## src/rtl/centroid_tracker.sv

```systemverilog
// centroid_tracker
// Accumulates the coordinates of marker-coloured pixels over a frame and, at
// frame end, divides the sums by the hit count to produce the blob centre.
// Two restoring dividers (X and Y) share the hit count as divisor and retire
// one quotient bit per clock. The next frame keeps accumulating meanwhile.
// The ready strobe is suppressed on the first good frame after losing track,
// so downstream gesture detectors never see a jump from a stale centre.

`timescale 1ns/1ps

module centroid_tracker #(
    parameter int unsigned MIN_PIXELS = 64
) (
    input  logic       clk,
    input  logic       rst,
    input  logic       pix_valid,
    input  logic [9:0] pix_x,
    input  logic [9:0] pix_y,
    input  logic       pix_hit,
    input  logic       frame_end,
    output logic [9:0] X_center,
    output logic [9:0] Y_center,
    output logic       ready,
    output logic       track_valid
);

    localparam logic [1:0] ST_IDLE_ACC = 2'd0;
    localparam logic [1:0] ST_DIVIDE   = 2'd1;
    localparam logic [1:0] ST_UPDATE   = 2'd2;

    localparam logic [4:0]  DIV_STEPS = 5'd28;
    localparam logic [18:0] MIN_CNT   = 19'(MIN_PIXELS);

    logic [1:0]  state_q,      state_d;
    logic [27:0] sumX_q,       sumX_d;
    logic [27:0] sumY_q,       sumY_d;
    logic [18:0] cnt_q,        cnt_d;
    logic [18:0] divisor_q,    divisor_d;
    logic [27:0] quoX_q,       quoX_d;
    logic [27:0] quoY_q,       quoY_d;
    logic [19:0] remX_q,       remX_d;
    logic [19:0] remY_q,       remY_d;
    logic [4:0]  step_q,       step_d;
    logic [9:0]  xCenter_q,    xCenter_d;
    logic [9:0]  yCenter_q,    yCenter_d;
    logic        ready_q,      ready_d;
    logic        trackValid_q, trackValid_d;

    logic        hitNow;
    logic [27:0] hitX;
    logic [27:0] hitY;
    logic [27:0] snapX;
    logic [27:0] snapY;
    logic [18:0] snapCnt;
    logic        enoughHits;

    // One restoring-division step: shift the next dividend bit into the
    // partial remainder, subtract the divisor if it fits, and shift the
    // resulting quotient bit into the low end of the dividend register.
    function automatic logic [47:0] divStep(
        input logic [19:0] rem,
        input logic [27:0] quo,
        input logic [18:0] dvs
    );
        logic [19:0] trial;
        trial = {rem[18:0], quo[27]};
        if (trial >= {1'b0, dvs}) begin
            divStep = {trial - {1'b0, dvs}, quo[26:0], 1'b1};
        end else begin
            divStep = {trial, quo[26:0], 1'b0};
        end
    endfunction

    // Frame totals including a hit that coincides with frame_end.
    always_comb begin
        hitNow     = pix_valid & pix_hit;
        hitX       = hitNow ? {18'd0, pix_x} : 28'd0;
        hitY       = hitNow ? {18'd0, pix_y} : 28'd0;
        snapX      = sumX_q + hitX;
        snapY      = sumY_q + hitY;
        snapCnt    = cnt_q + {18'd0, hitNow};
        enoughHits = (snapCnt >= MIN_CNT);
    end

    // Next-state logic: accumulation, frame-end snapshot, division, update.
    always_comb begin
        state_d      = state_q;
        sumX_d       = sumX_q;
        sumY_d       = sumY_q;
        cnt_d        = cnt_q;
        divisor_d    = divisor_q;
        quoX_d       = quoX_q;
        quoY_d       = quoY_q;
        remX_d       = remX_q;
        remY_d       = remY_q;
        step_d       = step_q;
        xCenter_d    = xCenter_q;
        yCenter_d    = yCenter_q;
        ready_d      = 1'b0;
        trackValid_d = trackValid_q;

        // Accumulators always restart at frame_end, even when that frame
        // is dropped because the divider is still busy.
        if (frame_end) begin
            sumX_d = 28'd0;
            sumY_d = 28'd0;
            cnt_d  = 19'd0;
        end else if (hitNow) begin
            sumX_d = snapX;
            sumY_d = snapY;
            cnt_d  = snapCnt;
        end

        case (state_q)
            ST_IDLE_ACC: begin
                if (frame_end) begin
                    divisor_d = snapCnt;
                    quoX_d    = snapX;
                    quoY_d    = snapY;
                    remX_d    = 20'd0;
                    remY_d    = 20'd0;
                    step_d    = 5'd0;
                    if (enoughHits) begin
                        state_d = ST_DIVIDE;
                    end else begin
                        trackValid_d = 1'b0;
                    end
                end
            end

            ST_DIVIDE: begin
                if (step_q != DIV_STEPS) begin
                    {remX_d, quoX_d} = divStep(remX_q, quoX_q, divisor_q);
                    {remY_d, quoY_d} = divStep(remY_q, quoY_q, divisor_q);
                    step_d           = step_q + 5'd1;
                end else begin
                    xCenter_d    = quoX_q[9:0];
                    yCenter_d    = quoY_q[9:0];
                    ready_d      = trackValid_q;
                    trackValid_d = 1'b1;
                    state_d      = ST_UPDATE;
                end
            end

            ST_UPDATE: begin
                state_d = ST_IDLE_ACC;
            end

            default: begin
                state_d = ST_IDLE_ACC;
            end
        endcase
    end

    // State registers; reset abandons any division in flight.
    always_ff @(posedge clk or negedge rst) begin
        if (!rst) begin
            state_q      <= ST_IDLE_ACC;
            sumX_q       <= 28'd0;
            sumY_q       <= 28'd0;
            cnt_q        <= 19'd0;
            divisor_q    <= 19'd0;
            quoX_q       <= 28'd0;
            quoY_q       <= 28'd0;
            remX_q       <= 20'd0;
            remY_q       <= 20'd0;
            step_q       <= 5'd0;
            xCenter_q    <= 10'd0;
            yCenter_q    <= 10'd0;
            ready_q      <= 1'b0;
            trackValid_q <= 1'b0;
        end else begin
            state_q      <= state_d;
            sumX_q       <= sumX_d;
            sumY_q       <= sumY_d;
            cnt_q        <= cnt_d;
            divisor_q    <= divisor_d;
            quoX_q       <= quoX_d;
            quoY_q       <= quoY_d;
            remX_q       <= remX_d;
            remY_q       <= remY_d;
            step_q       <= step_d;
            xCenter_q    <= xCenter_d;
            yCenter_q    <= yCenter_d;
            ready_q      <= ready_d;
            trackValid_q <= trackValid_d;
        end
    end

    assign X_center    = xCenter_q;
    assign Y_center    = yCenter_q;
    assign ready       = ready_q;
    assign track_valid = trackValid_q;

endmodule

```

## config.mk

```make
export PLATFORM = sky130hd
export DESIGN_NAME = centroid_tracker
export DESIGN_NICKNAME = d
export VERILOG_FILES = /design/src/rtl/centroid_tracker.sv
export SDC_FILE = /design/constraint.sdc
export NUM_CORES = 1
export LEC_CHECK = 0
export CORE_UTILIZATION = 67
export DETAILED_ROUTE_END_ITERATION = 10
export GPL_TIMING_DRIVEN = 0
export PLACE_DENSITY = 0.93
export SYNTH_ARGS = -nofsm -noshare
export SYNTH_HDL_FRONTEND = slang
export SYNTH_SLANG_ARGS = --single-unit
```

## constraint.sdc

```tcl
create_clock -name clk -period 7.05 [get_ports clk]
set_clock_uncertainty 0.05 [all_clocks]
set_input_delay 0.705 -clock clk [delete_from_list [all_inputs] [get_ports clk]]
set_output_delay 0.705 -clock clk [all_outputs]
set_load 0.03 [all_outputs]
```

==> impl_metrics.ini, run 1 <==
[worst_setup_path]
cp-end-kind = flop
worstPathCellList = clkdlybuf4s50_1 -> nand2_1 -> inv_2 -> buf_1 -> buf_1 -> ha_1 -> ha_1 -> nand4_1 -> nor2_1 -> and4_1 -> nand3_1 -> o31ai_1 -> nand3_1 -> nor4_1 -> o21ai_0
path_max_fanout = 10
cp-start-kind = primary input
slowest_delay_ns = 0.78
crit_family = buffers and inverters
cp.arrival_ns = 5.87
critPathKind = in -> reg
path_buf_inv = 4
cp_slowest_cell = nor4_1
critPathRequiredTime_ns = 7.39

[route]
vias = 12200
dr.pass1.iters = 8
detail_route.wl_per_cell_um = 21.2
via_per_inst = 6.67
drc = 0
wl_um = 38900
drtIter0Drc = 1342
antenna_left = 0

[finish]
nets = 1643
final_util_pct = 77.0
final_area_sq_um = 15000
fill_cells = 1281
multiInputGateArea_sq_um = 7400
drive_gt1_share_pct = 6.89
instances_no_fill = 1832
area_growth_pct = 12.3
regArea_sq_um = 5430
diodes = 0

[global_routing]
grt_max_degree = 122
grt_pass1_vias = 12100
track_usage_pct = 38.6
grt_remaining_overflow = 0
antenna_found_initial = 0
grt_pass1_wl_um = 61200

[place]
place.gp.congestion = 0.953
place_area_sq_um = 14200
dp_slack_ns = 1.37
port_buffers = 46
dp.cells = 1791
dp_hpwl_um = 26500

[yosys]
ys_warn_count = 0
synth_ff_type = dfrtp_1
synth_edf_count = 0
synthArstFlopShare_pct = 100
syn_area_sq_um = 13400
synth_cell_types = 73
syn_area_per_cell_sq_um = 9.05
synthesis.nets = 1570
synthCells = 1479
seq_area_frac_synth_pct = 40.6
synth_seq_cells = 217

[power]
switching_share_pct = 25.0
p_switching_uw = 709
total_power_mw = 2.84
p_per_area_nw_per_um2 = 189
cellInternalPower_mw = 2.13
clock_power_share_pct = 46.1
peakVddDrop_uv = 191
pwr-share-seq_pct = 44.9
comb_power_share_pct = 9.0
p_leak_nw = 6.69

[sta]
tns_ns = 0
max_freq_ghz = 0.181
hold_slack_ns = 0.117
rsz0062_at_grt = no
min_period_ns = 5.53
hold_viol = 0
worst_slack_ns = 1.52
drv_slew = 0
tightest_slew_ns = 0.940
fin_crit_sh_pct = 78.4
finalSetupViolCount = 0
max-slew-margin-rel_pct = 37.2

[outcome]
outcome = finished, final reports clean

[clock_tree]
cts_resized = 0
hold_buffers = 0
cts_buffer_depth = 3
numCtsBuffers = 24
path_clk_slew_ns = 0.06
post-cts-setup-buffers = 0
clock_latency_ns = 0.54
h-tree-depth = 1
clockRootBuffer = clkbuf_16
cts_tree = yes
cts.sinks = 217

[floorplanning]
die-area_sq_um = 20500
initial_core_util_pct = 68.5
num_rows = 51
fp.dieH_um = 143
fp.dieW_um = 143
num_io_pins = 47
core-area_sq_um = 19500

[flow_run]
maxCapViolations = 0

[min_path]
hold_class = in -> async
## power by group through the flow
stage	clock (mW)	combinational [mW]	sequential (mW)
global route	1.36	0.276	1.28
finish	1.31	0.256	1.28
detailed placement	0	0.246	1.30
floorplan	0	0.148	1.29
CTS	1.31	0.250	1.28
global placement	0	0.236	1.30
## state kept, by name (all words and copies together), names as in the netlist, 10 cells and up
register / cells
Y_center: 10
divisor_q: 19
quoX_q: 28
quoY_q: 28
remX_q: 19
sumY_q: 28
X_center: 10
cnt_q: 19
remY_q: 19
sumX_q: 28
## layer usage
metal	share of wire, %	vias to the layer above	global-route usage [%]
li1	-	5436	-
met1	39	5874	47.8
met2	45	728	60.7
met3	9.5	186	8.33
met4	6.3	0	26.8
met5	0	-	0
## logic make-up (layout without fill, tap and decap cells)
logic type	after synthesis	after routing	share of synthesized area, %
AOI/OAI and AO/OA	377	377	18.1
xor gates and xnor gates	126	126	8.25
adders and majority gates	66	66	6.39
buffers and inverters	136	224	4.14
DFF	217	217	40.6
muxes	58	58	4.59
and+or+nand+nor	499	499	18.0
## final timing paths
kind / start / endpoint / slack [ns] / depth (start not counted)
worst min-delay path: rst / X_center[0] / 0.12 / 1
worst max register to register: quoX_q[27] / remX_q[14] / 3.69 / 12
min in group clk: divisor_q[18] / divisor_q[18] / 0.44 / 2
max in group asynchronous: rst / divisor_q[4] / 5.75 / 2
worst max-delay path: pix_hit / state_q[0] / 1.52 / 15
worst min register to register: divisor_q[18] / divisor_q[18] / 0.44 / 2
## cell usage after synthesis, types with 6 or more instances
library cell | number | area, sq um
nand3_1 | 62 | 310
and3_1 | 55 | 344
a211oi_1 | 11 | 82.6
and2_1 | 8 | 50.1
xor2_1 | 76 | 666
nor3_1 | 16 | 80.1
a32oi_1 | 10 | 87.6
mux2i_1 | 31 | 310
mux2_2 | 27 | 304
clkbuf_1 | 64 | 240
xnor2_1 | 50 | 438
dfrtp_1 | 217 | 5430
nor4_1 | 10 | 62.6
or3_1 | 11 | 68.8
a22oi_1 | 30 | 225
o211ai_1 | 11 | 82.6
ha_1 | 62 | 776
buf_2 | 11 | 55.1
buf_1 | 7 | 26.3
nor2_1 | 121 | 454
o21ai_0 | 111 | 556
o21ai_1 | 14 | 70.1
a21oi_1 | 85 | 425
a21o_1 | 16 | 120
nand4_1 | 17 | 106
o21bai_1 | 6 | 45.0
a31oi_1 | 6 | 37.5
o31ai_1 | 11 | 82.6
nand2_1 | 152 | 571
o21a_1 | 15 | 113
o2111ai_1 | 6 | 52.6
nand2b_1 | 9 | 56.3
nor2b_1 | 15 | 93.8
o311ai_0 | 7 | 61.3
inv_1 | 47 | 176
## worst reg2reg max path, delay by kind of cell (launching register included)
kind,cells,cell delay [ns]
simple gates,3,0.82
buf+inv,2,0.44
flops,1,0.36
fa+ha+maj,2,0.44
compound gates,5,1.10
## area by class of cell
| cell class | count | share of cell area (%) |
|---|---|---|
| multi-input cells | 1126 | 49.2 |
| plain buffers | 88 | 2.49 |
| well taps | 265 | 2.21 |
| flip-flops and latches | 217 | 36.1 |
| clock inverters | 11 | 0.966 |
| repair buffers | 47 | 3.28 |
| clock buffers | 30 | 4.48 |
| inverters | 48 | 1.20 |
## cell usage in the layout, fill, tap and decap left out, types with 7 or more instances in the layout
| cell type | instances |
|---|---|
| nand4_1 | 17 |
| o211ai_1 | 11 |
| or3_1 | 11 |
| xor2_1 | 76 |
| nor3_1 | 16 |
| and3_1 | 55 |
| a32oi_1 | 10 |
| o21ai_0 | 111 |
| inv_1 | 47 |
| buf_2 | 11 |
| dfrtp_1 | 217 |
| clkbuf_16 | 24 |
| nor4_1 | 10 |
| a22oi_1 | 30 |
| o21ai_1 | 14 |
| nor2_1 | 121 |
| nor2b_1 | 15 |
| nand2b_1 | 9 |
| ha_1 | 62 |
| nand2_1 | 152 |
| a211oi_1 | 11 |
| xnor2_1 | 50 |
| o311ai_0 | 7 |
| mux2_2 | 27 |
| clkbuf_1 | 65 |
| buf_1 | 7 |
| o31ai_1 | 11 |
| o21a_1 | 15 |
| nand3_1 | 62 |
| mux2i_1 | 31 |
| clkdlybuf4s50_1 | 45 |
| and2_1 | 8 |
| a21o_1 | 16 |
| a21oi_1 | 85 |
Power figures use the tool's default switching activity.
==> run 2: changes to the inputs <==
Settings changed: CORE_UTILIZATION 67 to 62, PLACE_DENSITY 0.93 to 0.88.
Clock period 7.05 ns to 5.75 ns, I/O delays scaled along.
==> run 2 against run 1 <==
Against the previous run: worst setup slack got worse by 0.96 ns; design area up 0.37%; sequential power up 23%; critical path type unchanged; clock-buffer cell count grew 6; global-route usage fell by 3.9 points; sequential share of layout area down 0.13 points; clock power up 27%; routed wire length down 2.4%.
==> impl_metrics.ini, run 2 (synthesis gave the netlist of run 1 again) <==
[outcome]
outcome = finished, final reports clean

[finish]
area_growth_pct = 12.7
layout_common_cells = dfrtp_1 (217), nand2_1 (152), nor2_1 (121), o21ai_0 (111), a21oi_1 (85)
diodes = 0
nets = 1644
instances_no_fill = 1844
drive_gt1_share_pct = 6.88
final_common_cell = dfrtp_1

[place]
dp_hpwl_um = 26500
port_buffers = 46
dp.cells = 1801
place.gp.congestion = 0.933

[power]
p_per_area_nw_per_um2 = 235
peakVddDrop_uv = 248
p_leak_nw = 6.70
total_power_mw = 3.55

[worst_setup_path]
cp_slowest_cell = nor4_1
path_buf_inv = 4
critPathRequiredTime_ns = 6.04
cp-end-kind = flop
r2r_cells = 12
ff2ff_setup_slack_ns = 2.46
crit_family = buffers and inverters
path_max_fanout = 10
critPathKind = in -> reg
slowest_delay_ns = 0.76
reg2reg_from = quoX_q[27]
cpMostUsedCell = nand3_1
cp.arrival_ns = 5.48
cp-start-kind = primary input
r2r_end = remX_q[0]
worstPathCellList = clkdlybuf4s50_1 -> nand2_1 -> inv_2 -> buf_1 -> buf_1 -> ha_1 -> nand3_1 -> nor3_4 -> nand3_1 -> o21a_1 -> o31ai_1 -> nand3_1 -> nor4_1 -> o21ai_0

[sta]
tightest_slew_ns = 1.04
max-slew-margin-rel_pct = 30.2
fin_crit_sh_pct = 90.2
rsz0062_at_grt = no
finalSetupViolCount = 0
drv_slew = 0
max_freq_ghz = 0.193
hold_slack_ns = 0.0179
hold_viol = 0
min_period_ns = 5.19

[route]
vias = 12000
dr.pass1.iters = 6
wl_um = 37900
detail_route.wl_per_cell_um = 20.6
drc = 0
via_per_inst = 6.52
drtIter0Drc = 1249
antenna_left = 0

[clock_tree]
cts_buffer_depth = 3
path_clk_slew_ns = 0.06
clock_latency_ns = 0.52
h-tree-depth = 1
numCtsBuffers = 25
cts_tree = yes
post-cts-setup-buffers = 0
cts_resized = 0
clockRootBuffer = clkbuf_16
cts.sinks = 217
hold_buffers = 0

[global_routing]
grt_remaining_overflow = 0
track_usage_pct = 34.7
grt_pass1_vias = 11900
grt_pass1_wl_um = 60800
antenna_found_initial = 0
grt_max_degree = 115

[floorplanning]
core-area_sq_um = 21100
fp.dieH_um = 149
num_io_pins = 47
initial_core_util_pct = 63.5
fp.dieW_um = 149
num_rows = 53
die-area_sq_um = 22200

[flow_run]
maxCapViolations = 0

[min_path]
hold_class = in -> async
run 2: final cells by class:
| type | instances | area [sq um] |
|---|---|---|
| plain buffers | 88 | 374 |
| inverters | 48 | 180 |
| multi-input cells | 1126 | 7400 |
| repair buffers | 47 | 493 |
| well taps | 275 | 344 |
| flip-flops and latches | 217 | 5430 |
| fillers | 1483 | 6000 |
| clock buffers | 36 | 747 |
| clock inverters | 7 | 115 |
run 2: worst max path at each step:
stage / startpoint / to / slack [ns] / depth (start not counted)
after CTS: pix_valid / state_q[0] / 0.72 / 15
after floorplan: pix_valid / sumY_q[24] / 2.25 / 14
after global routing: pix_valid / state_q[0] / 0.43 / 15
after detailed placement: pix_valid / state_q[0] / 0.23 / 15
after global placement: rst / sumX_q[25] / -4.94 / 1
final: pix_valid / state_q[0] / 0.56 / 14
run 2: metrics by stage:
| stage | setup WS [ns] | util [%] | TNS [ns] | cell area [sq um] |
|---|---|---|---|---|
| after floorplan | 2.25 | - | 0 | 13400 |
| after global placement | -4.94 | 67.3 | -1067.58 | 14200 |
| after detailed placement | 0.227 | 67.4 | 0 | 14200 |
| after CTS | 0.720 | 71.5 | 0 | 15100 |
| after global routing | 0.428 | 71.5 | 0 | 15100 |
| final | 0.562 | 71.5 | 0 | 15100 |
run 2: where the power goes:
group / internal [mW] / total [mW] / switching, mW
registers: 1.55 / 1.57 / 0.0197
logic: 0.109 / 0.309 / 0.200
clock network: 1.03 / 1.67 / 0.645
run 2: metal layers:
metal / global-route usage [%] / share of wire [%] / vias to the layer above
li1: - / - / 5431
met1: 44.4 / 39 / 5790
met2: 56.4 / 47 / 643
met3: 6.30 / 9.1 / 153
met4: 17.9 / 5.0 / 0
met5: 0 / 0 / -
==> run 3: changes to the inputs <==
Settings changed: GPL_ROUTABILITY_DRIVEN from default to 0.
==> run 3 against run 2 <==
Against the previous run: largest power group is now sequential cells; die area stayed put; power is 3.9% lower; flip-flop and latch count stayed put; highest routed layer unchanged.
==> impl_metrics.ini, run 3 (synthesis gave the netlist of run 1 again) <==
[outcome]
outcome = finished, final reports clean

[sta]
tns_ns = 0
max-slew-margin-rel_pct = 37.6
hold_viol = 0
finalSetupViolCount = 0
tightest_slew_ns = 0.936
fin_crit_sh_pct = 88.6
min_period_ns = 5.09
max_freq_ghz = 0.196
drv_slew = 0
rsz0062_at_grt = no

[place]
port_buffers = 46
place_area_sq_um = 14200
dp.cells = 1801
dp_hpwl_um = 26100

[power]
switching_share_pct = 24.6
p_leak_nw = 6.66
clock_power_share_pct = 45.0
p_per_area_nw_per_um2 = 227
p_switching_uw = 839
cellInternalPower_mw = 2.57
total_power_mw = 3.41
peakVddDrop_uv = 269
comb_power_share_pct = 9.1
pwr-share-seq_pct = 45.9

[finish]
diodes = 0
instances_no_fill = 1843
layout_common_cells = dfrtp_1 (217), nand2_1 (152), nor2_1 (121), o21ai_0 (111), a21oi_1 (85)
final_util_pct = 71.2
final_common_cell = dfrtp_1
fill_cells = 1461
nets = 1643
area_growth_pct = 12.1
drive_gt1_share_pct = 6.57
final_area_sq_um = 15000

[worst_setup_path]
crit_path_start = pix_valid
reg2reg_from = sumY_q[0]
critPathRequiredTime_ns = 6.06
path_max_fanout = 10
critPathKind = in -> reg
cp-end-kind = flop
cp.arrival_ns = 5.40
crit_family = buffers and inverters
cp-start-kind = primary input
slowest_delay_ns = 0.69
cp_slowest_cell = nor4_1
path_buf_inv = 4
worstPathCellList = clkdlybuf4s50_1 -> nand2_1 -> inv_2 -> buf_1 -> buf_1 -> ha_1 -> ha_1 -> nand4_1 -> nor2_1 -> and4_1 -> nand3_1 -> o31ai_1 -> nand3_1 -> nor4_1 -> o21ai_0

[clock_tree]
cts.sinks = 217
cts_tree = yes
numCtsBuffers = 24
clock_latency_ns = 0.52
post-cts-setup-buffers = 0
cts_resized = 0
cts_buffer_depth = 3
hold_buffers = 0
path_clk_slew_ns = 0.06
clockRootBuffer = clkbuf_16
h-tree-depth = 1

[floorplanning]
fp.dieW_um = 149
initial_core_util_pct = 63.5
num_io_pins = 47
die-area_sq_um = 22200
num_rows = 53
fp.dieH_um = 149
core-area_sq_um = 21100

[route]
wl_um = 36600
dr.pass1.iters = 8
drtIter0Drc = 1203
via_per_inst = 6.49
detail_route.wl_per_cell_um = 19.8
vias = 12000
drc = 0
antenna_left = 0

[global_routing]
track_usage_pct = 33.2
grt_max_degree = 124
grt_pass1_wl_um = 58500
grt_pass1_vias = 11800
grt_remaining_overflow = 0
antenna_found_initial = 0

[min_path]
hold_class = in -> async

[flow_run]
maxCapViolations = 0
[run 3: routing by layer]
| layer | track usage (%) | up-vias | routed length (um) |
|---|---|---|---|
| li1 | - | 5431 | - |
| met4 | 14.9 | 0 | 1610 |
| met5 | 0 | - | 0 |
| met1 | 43.5 | 5792 | 14800 |
| met3 | 5.96 | 139 | 3260 |
| met2 | 53.6 | 600 | 16900 |
[run 3: power by group through the flow]
stage               Clock [mW]  Sequential (mW)  Combinational [mW]
floorplan                    0             1.58               0.181
global placement             0             1.59               0.289
detailed placement           0             1.59               0.301
CTS                       1.54             1.56               0.304
global route              1.61             1.57               0.333
finish                    1.54             1.57               0.309
[run 3: per-stage QoR]
stage	hold WS (ns)	setup slack, ns
2_1_floorplan	0.229	2.25
3_3_place_gp	0.410	-4.91
3_5_place_dp	0.419	0.211
4_1_cts	0.133	0.750
5_1_grt	0.186	0.396
6_report	0.108	0.656
[run 3: final timing paths]
kind | endpoint | slack (ns) | depth (start not counted)
worst max register to register | quoY_q[14] | 2.49 | 12
worst min-delay path | quoY_q[3] | 0.11 | 1
worst min register to register | divisor_q[8] | 0.43 | 2
min in group clk | divisor_q[8] | 0.43 | 2
max in group asynchronous | cnt_q[1] | 4.58 | 2
worst max-delay path | state_q[0] | 0.66 | 15
[run 3: layout make-up]
type	instances	area (sq um)	area share [%]
sequential	217	5430	36.2
timing repair buffer	47	493	3.29
multi-input combinational	1126	7400	49.3
inverter	48	180	1.20
clock inverter	4	48.8	0.325
clock buffer	38	734	4.89
buffer	88	374	2.49
tap	275	344	2.29
